`src/rtl/add_requester.sv`:
```
// rtl/add_requester.sv - initiator-side controller for a registered adder handshake
//
// Accepts operand pairs from an upstream valid/ready stream and issues each
// pair to one external adder as a single-cycle doa pulse. The returned sum is
// buffered in a 2-entry FIFO for downstream. An adder that never answers is
// abandoned after TIMEOUT cycles in WAIT, and the sticky err flag is raised.
//
// Ports:
//   clk, reset           clock; synchronous active-low reset
//   in_valid/in_ready    upstream operand handshake; in_a, in_b operands
//   a_in, b_in, doa      request to the adder (operands held until next accept)
//   done, result_out     adder response (result_out is N+1 bits, carry kept)
//   out_valid/out_ready  downstream handshake; out_sum is the FIFO head
//   err, clear_err       sticky timeout flag and its clear
module add_requester #(
  parameter int N       = 8,
  parameter int TIMEOUT = 15
) (
  input  logic         clk,
  input  logic         reset,
  input  logic         in_valid,
  output logic         in_ready,
  input  logic [N-1:0] in_a,
  input  logic [N-1:0] in_b,
  output logic [N-1:0] a_in,
  output logic [N-1:0] b_in,
  output logic         doa,
  input  logic         done,
  input  logic [N:0]   result_out,
  output logic         out_valid,
  input  logic         out_ready,
  output logic [N:0]   out_sum,
  output logic         err,
  input  logic         clear_err
);

  localparam int CW = $clog2(TIMEOUT + 1);

  typedef enum logic [1:0] {IDLE, ISSUE, WAIT_ST} state_t;

  state_t        state, state_nxt;
  logic [CW-1:0] tcount;
  logic [N:0]    fifo_mem [2];
  logic          rd_ptr, wr_ptr;
  logic [1:0]    fifo_count;
  logic          accept, push, pop, timeout_hit;

  // Accepting only when a FIFO slot is free reserves space for the result,
  // so a push can never meet a full FIFO.
  assign in_ready    = (state == IDLE) && (fifo_count < 2'd2);
  assign accept      = in_valid & in_ready;
  assign push        = (state == WAIT_ST) && done;
  assign timeout_hit = (state == WAIT_ST) && !done && (tcount == CW'(TIMEOUT - 1));
  assign out_valid   = (fifo_count != 2'd0);
  assign pop         = out_valid & out_ready;
  assign out_sum     = fifo_mem[rd_ptr];

  always_comb begin
    state_nxt = state;
    doa       = 1'b0;
    case (state)
      IDLE:    if (accept) state_nxt = ISSUE;
      ISSUE: begin
        doa       = 1'b1;
        state_nxt = WAIT_ST;
      end
      WAIT_ST: if (done || timeout_hit) state_nxt = IDLE;
      default: state_nxt = IDLE;
    endcase
  end

  always_ff @(posedge clk) begin
    if (!reset) state <= IDLE;
    else        state <= state_nxt;
  end

  // Zeroed in ISSUE so it reads 0 on the first WAIT cycle.
  always_ff @(posedge clk) begin
    if (!reset)                          tcount <= '0;
    else if (state == ISSUE)             tcount <= '0;
    else if (state == WAIT_ST && !done)  tcount <= tcount + 1'b1;
  end

  always_ff @(posedge clk) begin
    if (!reset) begin
      a_in <= '0;
      b_in <= '0;
    end else if (accept) begin
      a_in <= in_a;
      b_in <= in_b;
    end
  end

  // Setting wins over clearing when both land on the same edge.
  always_ff @(posedge clk) begin
    if (!reset)           err <= 1'b0;
    else if (timeout_hit) err <= 1'b1;
    else if (clear_err)   err <= 1'b0;
  end

  always_ff @(posedge clk) begin
    if (!reset) begin
      fifo_mem[0] <= '0;
      fifo_mem[1] <= '0;
      rd_ptr      <= 1'b0;
      wr_ptr      <= 1'b0;
      fifo_count  <= 2'd0;
    end else begin
      if (push) begin
        fifo_mem[wr_ptr] <= result_out;
        wr_ptr           <= ~wr_ptr;
      end
      if (pop) rd_ptr <= ~rd_ptr;
      case ({push, pop})
        2'b10:   fifo_count <= fifo_count + 2'd1;
        2'b01:   fifo_count <= fifo_count - 2'd1;
        default: fifo_count <= fifo_count;
      endcase
    end
  end

endmodule

```
`config.mk`:
```
export PLATFORM = sky130hd
export DESIGN_NAME = add_requester
export DESIGN_NICKNAME = d
export VERILOG_FILES = /design/src/rtl/add_requester.sv
export SDC_FILE = /design/constraint.sdc
export NUM_CORES = 1
export LEC_CHECK = 0
export BUFFER_PORTS_ARGS = -buffer_cell sky130_fd_sc_hd__buf_4
export CORE_MARGIN = 2
export CORE_UTILIZATION = 25
export DETAILED_ROUTE_END_ITERATION = 6
export MAX_ROUTING_LAYER = met4
export PLACE_DENSITY_LB_ADDON = 0.05
export SLEW_MARGIN = 30
export SYNTH_ARGS = -nofsm -noshare
export SYNTH_HDL_FRONTEND = slang
export SYNTH_SLANG_ARGS = --single-unit
```
`constraint.sdc`:
```
create_clock -name clk -period 2.1 [get_ports clk]
set_input_delay 0.105 -clock clk [delete_from_list [all_inputs] [get_ports clk]]
set_output_delay 0.105 -clock clk [all_outputs]
set_load 0.03 [all_outputs]
```
==> results of run 1 <==
-- synthesized netlist by cell type, drive strengths merged --
master    n  area [um2]
a211oi    1        7.51
nand3b    1        7.51
nor3      2        15.0
nor3b     2        37.5
nand4     1        6.26
ha        3        37.5
mux2      9         101
or3       1        6.26
nand3    19         100
nor4b     1        23.8
nand4b    1        23.8
and2     21         131
and4bb    1        12.5
a21boi    2        15.0
xnor2     6        52.6
nand2b    3        18.8
or4       1        7.51
nor2b     4        25.0
o21ai    19        95.1
edfxtp   18         541
dfxtp    28         561
o21a      1        7.51
clkbuf    5        20.0
or2       1        6.26
nor2      3        11.3
o2111ai   1        8.76
buf       6        38.8
inv       3        11.3
nand2    17        63.8
a21oi     1        5.00
-- registers in the layout, summed over array words and instances (netlist names), 2 cells and up, named ones only --
signal	count
fifo_mem	18
state	2
a_in	8
tcount	4
b_in	8
fifo_count	2
-- per-stage QoR --
step           power (uW)   util  worst slack (ns)  area, um2
2_1_floorplan        1220      -             0.297       2000
3_3_place_gp         1360  0.331             0.367       2550
3_5_place_dp         1350  0.331             0.351       2550
4_1_cts              1890  0.342             0.327       2640
5_1_grt              1970  0.342             0.205       2640
6_report             1860  0.342             0.342       2640
-- worst paths after layout --
check                        start                         end  slack (ns)  cells past startpoint
min reg2reg   b_in[7]$_SDFFE_PN0P_        b_in[7]$_SDFFE_PN0P_        0.46                      2
max          state[1]$_SDFFE_PN0P_  fifo_count[1]$_SDFFE_PN0P_        0.34                      4
max reg2reg  state[1]$_SDFFE_PN0P_  fifo_count[1]$_SDFFE_PN0P_        0.34                      4
min                        in_b[1]        b_in[1]$_SDFFE_PN0P_        0.02                      3
-- placed cells by master, fill, tap and decap left out, drive strengths merged, types with 2 or more instances in the layout --
cell type,netlist,layout
a21boi,2,2
and2,21,21
buf,6,65
clkbuf,5,5
clkinvlp,0,2
dfxtp,28,28
edfxtp,18,18
ha,3,3
inv,3,3
mux2,9,9
nand2,17,17
nand2b,3,3
nand3,19,19
nor2,3,3
nor2b,4,4
nor3,2,2
nor3b,2,2
o21ai,19,19
xnor2,6,6
-- worst max-delay path, delay by kind of cell (launching register included) --
family | cells | cell delay [ns]
adders and majority gates | 1 | 0.37
AOI/OAI and AO/OA | 1 | 0.15
DFF | 1 | 0.58
and+or+nand+nor | 2 | 0.58
-- power breakdown --
part / switching, uW / internal [uW]
Sequential: 30.2 / 971
Combinational: 183 / 145
Clock: 307 / 227
-- routing by layer --
| layer | track usage | vias up | wire length [um] |
|---|---|---|---|
| met5 | - | - | 0 |
| met4 | 0.0257 | 0 | 31 |
| met3 | 0.0467 | 3 | 357 |
| met2 | 0.152 | 45 | 1820 |
| met1 | 0.146 | 657 | 2040 |
| li1 | - | 749 | - |
-- kinds of logic after synthesis --
logic type | after synthesis | synth area share
AO/OA/AOI/OAI | 25 | 0.0695
XOR/XNOR | 6 | 0.0263
flip-flops | 46 | 0.551
multiplexers | 9 | 0.0507
buffers and inverters | 14 | 0.0351
adder cells (fa/ha/maj) | 3 | 0.0188
AND/OR/NAND/NOR | 79 | 0.249
-- cell type report --
type                            instances  area (um2)
Inverter                                3        11.3
Timing Repair Buffer                   65         488
Clock buffer                            5        68.8
Multi-Input combinational cell        122         827
Sequential cell                        46        1100
Fill cell                             805        5090
Clock inverter                          3        16.3
Tap cell                              102         128
==> impl_metrics.json, run 1 <==
{
  "setup_viol": 0,
  "max_stage_delay_ns": 0.58,
  "critical_path.cell_chain": "nand3b_1 -> ha_1 -> or3_1 -> a21boi_0",
  "yosysSeqAreaShare": 0.551,
  "vias": 1454,
  "instances_no_fill": 346,
  "grt_pass1_wl_um": 7240,
  "arrival_ns": 1.98,
  "worstPathMaxFanout": 11,
  "yosysUniqueCellTypes": 36,
  "core.rowCount": 32,
  "hold_viol_final": 0,
  "die-area_um2": 8720,
  "worstPathRequired_ns": 2.32,
  "whs_ns": 0.0161,
  "vdd_drop_max_v": 0.000253,
  "cts_resized": 0,
  "cts_tree": "built",
  "cts_buffer_depth": 2,
  "setup_tns_ns": 0,
  "via_per_inst": 4.20,
  "syn-cell-area_um2": 2000,
  "powerDensity_nw_per_um2": 706,
  "core_area_um2": 7730,
  "grtUsageTotal": 0.109,
  "drc": 0,
  "fmax_ghz": 0.569,
  "grt_pass1_vias": 1466,
  "p_leak_uw": 0.00108,
  "cts_hold_buf": 0,
  "n_antenna_cell": 0,
  "drt_first_pass_iters": 3,
  "area_delta_synth_final_pct": 32.1,
  "antenna_found_initial": 0,
  "setup.worst_path.start_class": "flip-flop",
  "layout.nets": 277,
  "ys_warn_count": 0,
  "fin_crit_ns": 1.76,
  "rsz0062_at_grt": "false",
  "skew_ns": 0.00804,
  "cts_htree_levels": 2,
  "grt-ovfl-total": 0,
  "yosys_register_bits": 46,
  "cts_sinks": 46,
  "wl_um": 4250,
  "die_width_um": 93.4,
  "synth_nets": 216,
  "clk_latency_ns": 0.30,
  "clk_pin_slew_ns": 0.09,
  "drtIter0Drc": 42,
  "relSlewSlack": 0.697,
  "worstMarginPinSlew_ns": 0.454,
  "crit_slowest_cell": "dfxtp_1",
  "wl_per_cell_um": 12.3,
  "cts-root-buf": "clkbuf_8",
  "crit_path_end_kind": "flip-flop",
  "dieHeight_um": 93.4,
  "dp.cells": 338,
  "drive_gt1_frac": 0.365,
  "synthCells": 182,
  "fin_crit_sh": 0.837,
  "ant_nets": 0,
  "gp_congestion": 0.683,
  "cts_made_buffers": 5,
  "ios": 60,
  "cts_setup_buffers": 0,
  "dp_hpwl_um": 2860,
  "worst-setup-path-type": "flip-flop to flip-flop",
  "synth.avg_cell_area_um2": 11.0,
  "grt_max_degree": 47,
  "io_buffers": 59,
  "finalMaxSlewViolations": 0,
  "status": "finished, final reports clean",
  "start_util": 0.259,
  "hold_path_class": "primary input to flip-flop",
  "maxCapViolations": 0
}
No activity file was read; power rests on OpenSTA's default activity.
==> inputs of run 2 (changes only) <==
==> constraint.sdc (replaced) <==
create_clock -name clk -period 1.6 [get_ports clk]
set_input_delay 0.08 -clock clk [delete_from_list [all_inputs] [get_ports clk]]
set_output_delay 0.08 -clock clk [all_outputs]
set_load 0.03 [all_outputs]
==> impl_metrics.json, run 2 (synthesis results as in run 1) <==
{
  "via_per_inst": 4.16,
  "worstMarginPinSlew_ns": 0.538,
  "finalWorstSetupSlack_ns": 0.101,
  "max_stage_delay_ns": 0.37,
  "die-area_um2": 8720,
  "worstSetupStartpoint": "state[0]$_SDFFE_PN0P_",
  "fin_crit_ns": 1.50,
  "hold_path_class": "primary input to flip-flop",
  "crit_slowest_cell": "ha_1",
  "largest_reg_flops": 18,
  "vias": 1515,
  "cts_made_buffers": 5,
  "utilization": 0.372,
  "dp.cells": 340,
  "ios": 60,
  "antenna_found_initial": 0,
  "clk_latency_ns": 0.30,
  "core.rowCount": 32,
  "cts_tree": "built",
  "grt_pass1_wl_um": 7310,
  "drive_gt1_frac": 0.351,
  "cts_htree_levels": 2,
  "cts_buffer_depth": 2,
  "layout.nets": 295,
  "relSlewSlack": 0.640,
  "drc": 0,
  "setup_viol": 0,
  "arrival_ns": 1.73,
  "finalMaxSlewViolations": 0,
  "status": "finished, final reports clean",
  "ant_nets": 0,
  "p_total_uw": 2810,
  "wl_um": 4330,
  "n_antenna_cell": 0,
  "setup.worst_path.start_class": "flip-flop",
  "crit_path_end_kind": "flip-flop",
  "drtIter0Drc": 41,
  "grtUsageTotal": 0.110,
  "drt_first_pass_iters": 4,
  "grt_pass1_vias": 1521,
  "io_buffers": 59,
  "vdd_drop_max_v": 0.000343,
  "worstPathMaxFanout": 3,
  "grt-ovfl-total": 0,
  "final_common_cell": "buf_4",
  "fin_crit_sh": 0.937,
  "fmax_ghz": 0.667,
  "whs_ns": 0.0441,
  "cts-root-buf": "clkbuf_8",
  "worstHoldStart": "clear_err",
  "die_width_um": 93.4,
  "reg2reg_from": "state[0]$_SDFFE_PN0P_",
  "rsz0062_at_grt": "false",
  "grt_max_degree": 40,
  "skew_ns": 0.00489,
  "powerDensity_nw_per_um2": 979,
  "cts_setup_buffers": 0,
  "most-common-layout-cells": "buf_4, dfxtp_1, and2_1",
  "place_ws_ns": 0.119,
  "dieHeight_um": 93.4,
  "critical_path.cell_chain": "nand3b_1 -> ha_1 -> or3_1 -> a21boi_0",
  "core_area_um2": 7730,
  "largest_registers": "fifo_mem (18), a_in (8), b_in (8)",
  "maxCapViolations": 0,
  "worstPathRequired_ns": 1.83,
  "regMostFlops": "fifo_mem",
  "instances_no_fill": 364,
  "p_leak_uw": 0.00119,
  "dp_hpwl_um": 2920,
  "start_util": 0.259,
  "cts_sinks": 46,
  "wl_per_cell_um": 11.9,
  "area_delta_synth_final_pct": 44.0,
  "gp_congestion": 0.646,
  "clk_pin_slew_ns": 0.09,
  "hold_viol_final": 0,
  "worst-setup-path-type": "flip-flop to flip-flop"
}
run 2: routing by layer:
metal,share of wire,vias up,routed length (um),track usage
met5,0,-,0,-
met4,0.015,0,64,0.0404
met3,0.056,9,241,0.0242
met2,0.45,47,1960,0.168
met1,0.48,673,2070,0.142
li1,-,786,-,-
run 2: worst paths after layout:
path	slack (ns)	to	depth (start not counted)
worst max register to register	0.10	fifo_count[1]$_SDFFE_PN0P_	4
worst max-delay path	0.10	fifo_count[1]$_SDFFE_PN0P_	4
worst min-delay path	0.04	err$_SDFFE_PN0P_	3
worst min register to register	0.45	b_in[7]$_SDFFE_PN0P_	2
run 2: metrics by stage:
stage	area, um2	TNS, ns
2_1_floorplan	2000	-0.00510
3_3_place_gp	2580	0
3_5_place_dp	2580	0
4_1_cts	2880	0
5_1_grt	2880	0
6_report	2880	0
run 2: what timing repair did:
item,in CTS,in global routing
endpoints found under the hold margin,16,0
endpoints found under the setup margin,0,9
hold buffers,16,0
resized for setup,0,1
run 2: area by class of cell:
cell class	count	area (um2)
Sequential cell	46	1100
Multi-Input combinational cell	122	827
Clock inverter	3	63.8
Timing Repair Buffer	83	676
Clock buffer	5	68.8
Fill cell	769	4850
Tap cell	102	128
Inverter	3	11.3
run 2: report_power, final:
part           switching (uW)  internal, uW
clock                     410           619
combinational             251           225
sequential               34.9          1270
run 2: critical path: cells and delay by family, from the launching register on:
| family | cells | cell delay (ns) |
|---|---|---|
| flip-flops | 1 | 0.31 |
| AND/OR/NAND/NOR | 2 | 0.59 |
| adder cells (fa/ha/maj) | 1 | 0.37 |
| AO/OA/AOI/OAI | 1 | 0.16 |
==> inputs of run 3 (changes only) <==
--- a/config.mk
+++ b/config.mk
@@ -7,7 +7,7 @@
 export LEC_CHECK = 0
 export BUFFER_PORTS_ARGS = -buffer_cell sky130_fd_sc_hd__buf_4
 export CORE_MARGIN = 2
-export CORE_UTILIZATION = 25
+export CORE_UTILIZATION = 24
 export DETAILED_ROUTE_END_ITERATION = 6
 export MAX_ROUTING_LAYER = met4
 export PLACE_DENSITY_LB_ADDON = 0.05
==> impl_metrics.json, run 3 (synthesis results as in run 1) <==
{
  "status": "finished, final reports clean",
  "die-area_um2": 9070,
  "drt_first_pass_iters": 4,
  "grt_pass1_vias": 1495,
  "most-common-layout-cells": "buf_4, dfxtp_1, and2_1",
  "cts_buffer_depth": 2,
  "reg2reg_slack_ns": 0.13,
  "dp.cells": 345,
  "skew_ns": 0.00558,
  "layout.nets": 297,
  "reg2reg_from": "fifo_count[0]$_SDFFE_PN0P_",
  "start_util": 0.246,
  "vias": 1521,
  "worstPathMaxFanout": 4,
  "grt-ovfl-total": 0,
  "fin_crit_ns": 1.47,
  "hold_path_class": "primary input to flip-flop",
  "via_per_inst": 4.12,
  "setup_tns_ns": 0,
  "relSlewSlack": 0.632,
  "die_width_um": 95.2,
  "hold_viol_final": 0,
  "cts_htree_levels": 2,
  "cts_made_buffers": 5,
  "ios": 60,
  "core.rowCount": 33,
  "crit_path_end_kind": "flip-flop",
  "clk_latency_ns": 0.30,
  "largest_reg_flops": 18,
  "p_leak_uw": 0.00117,
  "finalMaxSlewViolations": 0,
  "dp_hpwl_um": 3150,
  "area_delta_synth_final_pct": 42.5,
  "fin_crit_sh": 0.919,
  "cts_sinks": 46,
  "core_area_um2": 8130,
  "setup_viol": 0,
  "cts_setup_buffers": 0,
  "worstSetupStartpoint": "fifo_count[0]$_SDFFE_PN0P_",
  "final_common_cell": "buf_4",
  "nFillCells": 858,
  "ant_nets": 0,
  "regMostFlops": "fifo_mem",
  "grt_max_degree": 40,
  "fmax_ghz": 0.680,
  "n_antenna_cell": 0,
  "antenna_found_initial": 0,
  "grtUsageTotal": 0.110,
  "io_buffers": 59,
  "vdd_drop_max_v": 0.000347,
  "instances_no_fill": 369,
  "largest_registers": "fifo_mem (18), a_in (8), b_in (8)",
  "worst-setup-path-type": "flip-flop to flip-flop",
  "drive_gt1_frac": 0.352,
  "drc": 0,
  "arrival_ns": 1.70,
  "clk_pin_slew_ns": 0.08,
  "setup.worst_path.start_class": "flip-flop",
  "grt_pass1_wl_um": 7460,
  "gp_congestion": 0.682,
  "worstPathRequired_ns": 1.83,
  "cts-root-buf": "clkbuf_8",
  "cts_tree": "built",
  "worstMarginPinSlew_ns": 0.549,
  "wl_um": 4580,
  "worstHoldStart": "clear_err",
  "powerDensity_nw_per_um2": 876,
  "whs_ns": 0.0531,
  "rsz0062_at_grt": "false",
  "wl_per_cell_um": 12.4,
  "maxCapViolations": 0,
  "dieHeight_um": 95.2,
  "drtIter0Drc": 38
}
run 3: cell types whose count changed in the layout (fill, tap and decap cells not counted):
cell	change
dfxtp_2	-1
dfxtp_1	+1
buf_4	+2
bufinv_16	-2
clkinv_2	+1
clkinvlp_4	+1
run 3: area by class of cell:
| type | count | area [um2] | area share |
|---|---|---|---|
| sequential | 46 | 1100 | 0.387 |
| timing repair buffer | 85 | 691 | 0.243 |
| inverter | 3 | 11.3 | 0.00396 |
| clock buffer | 5 | 68.8 | 0.0242 |
| clock inverter | 3 | 16.3 | 0.00571 |
| multi-input combinational | 122 | 827 | 0.291 |
| tap | 105 | 131 | 0.0462 |
run 3: what timing repair did:
action	CTS	global route
hold buffers	16	0
endpoints found under the hold margin	16	0
gates resized for setup	0	0
setup endpoints to repair	0	0
run 3: worst paths after layout:
path / end / cells after the start
max: fifo_count[1]$_SDFFE_PN0P_ / 4
min: err$_SDFFE_PN0P_ / 3
max reg2reg: fifo_count[1]$_SDFFE_PN0P_ / 4
min reg2reg: b_in[7]$_SDFFE_PN0P_ / 2
run 3: layer usage:
layer,up-vias,part of all wire,track usage
met1,688,0.47,0.143
met5,-,0,-
li1,791,-,-
met3,6,0.056,0.0316
met2,36,0.46,0.168
met4,0,0.010,0.0326
run 3: where the power goes:
| group | internal, uW | switching (uW) |
|---|---|---|
| Combinational | 229 | 259 |
| Clock | 300 | 402 |
| Sequential | 1270 | 29.6 |
run 3: critical path: stages (launching register included):
cell and delay, ns:
dfxtp_1 0.35, o21a_1 0.22, ha_1 0.31, or3_1 0.36, a21boi_0 0.15
run 3: stage by stage:
step	setup slack, ns	area, um2	power [uW]	utilization
finish	0.129	2850	2490	0.350
global route	0.0692	2850	2630	0.350
CTS	0.114	2850	2550	0.350
detailed placement	0.136	2600	1800	0.320
global placement	0.154	2600	1800	0.320
floorplan	-0.00510	2000	1600	-
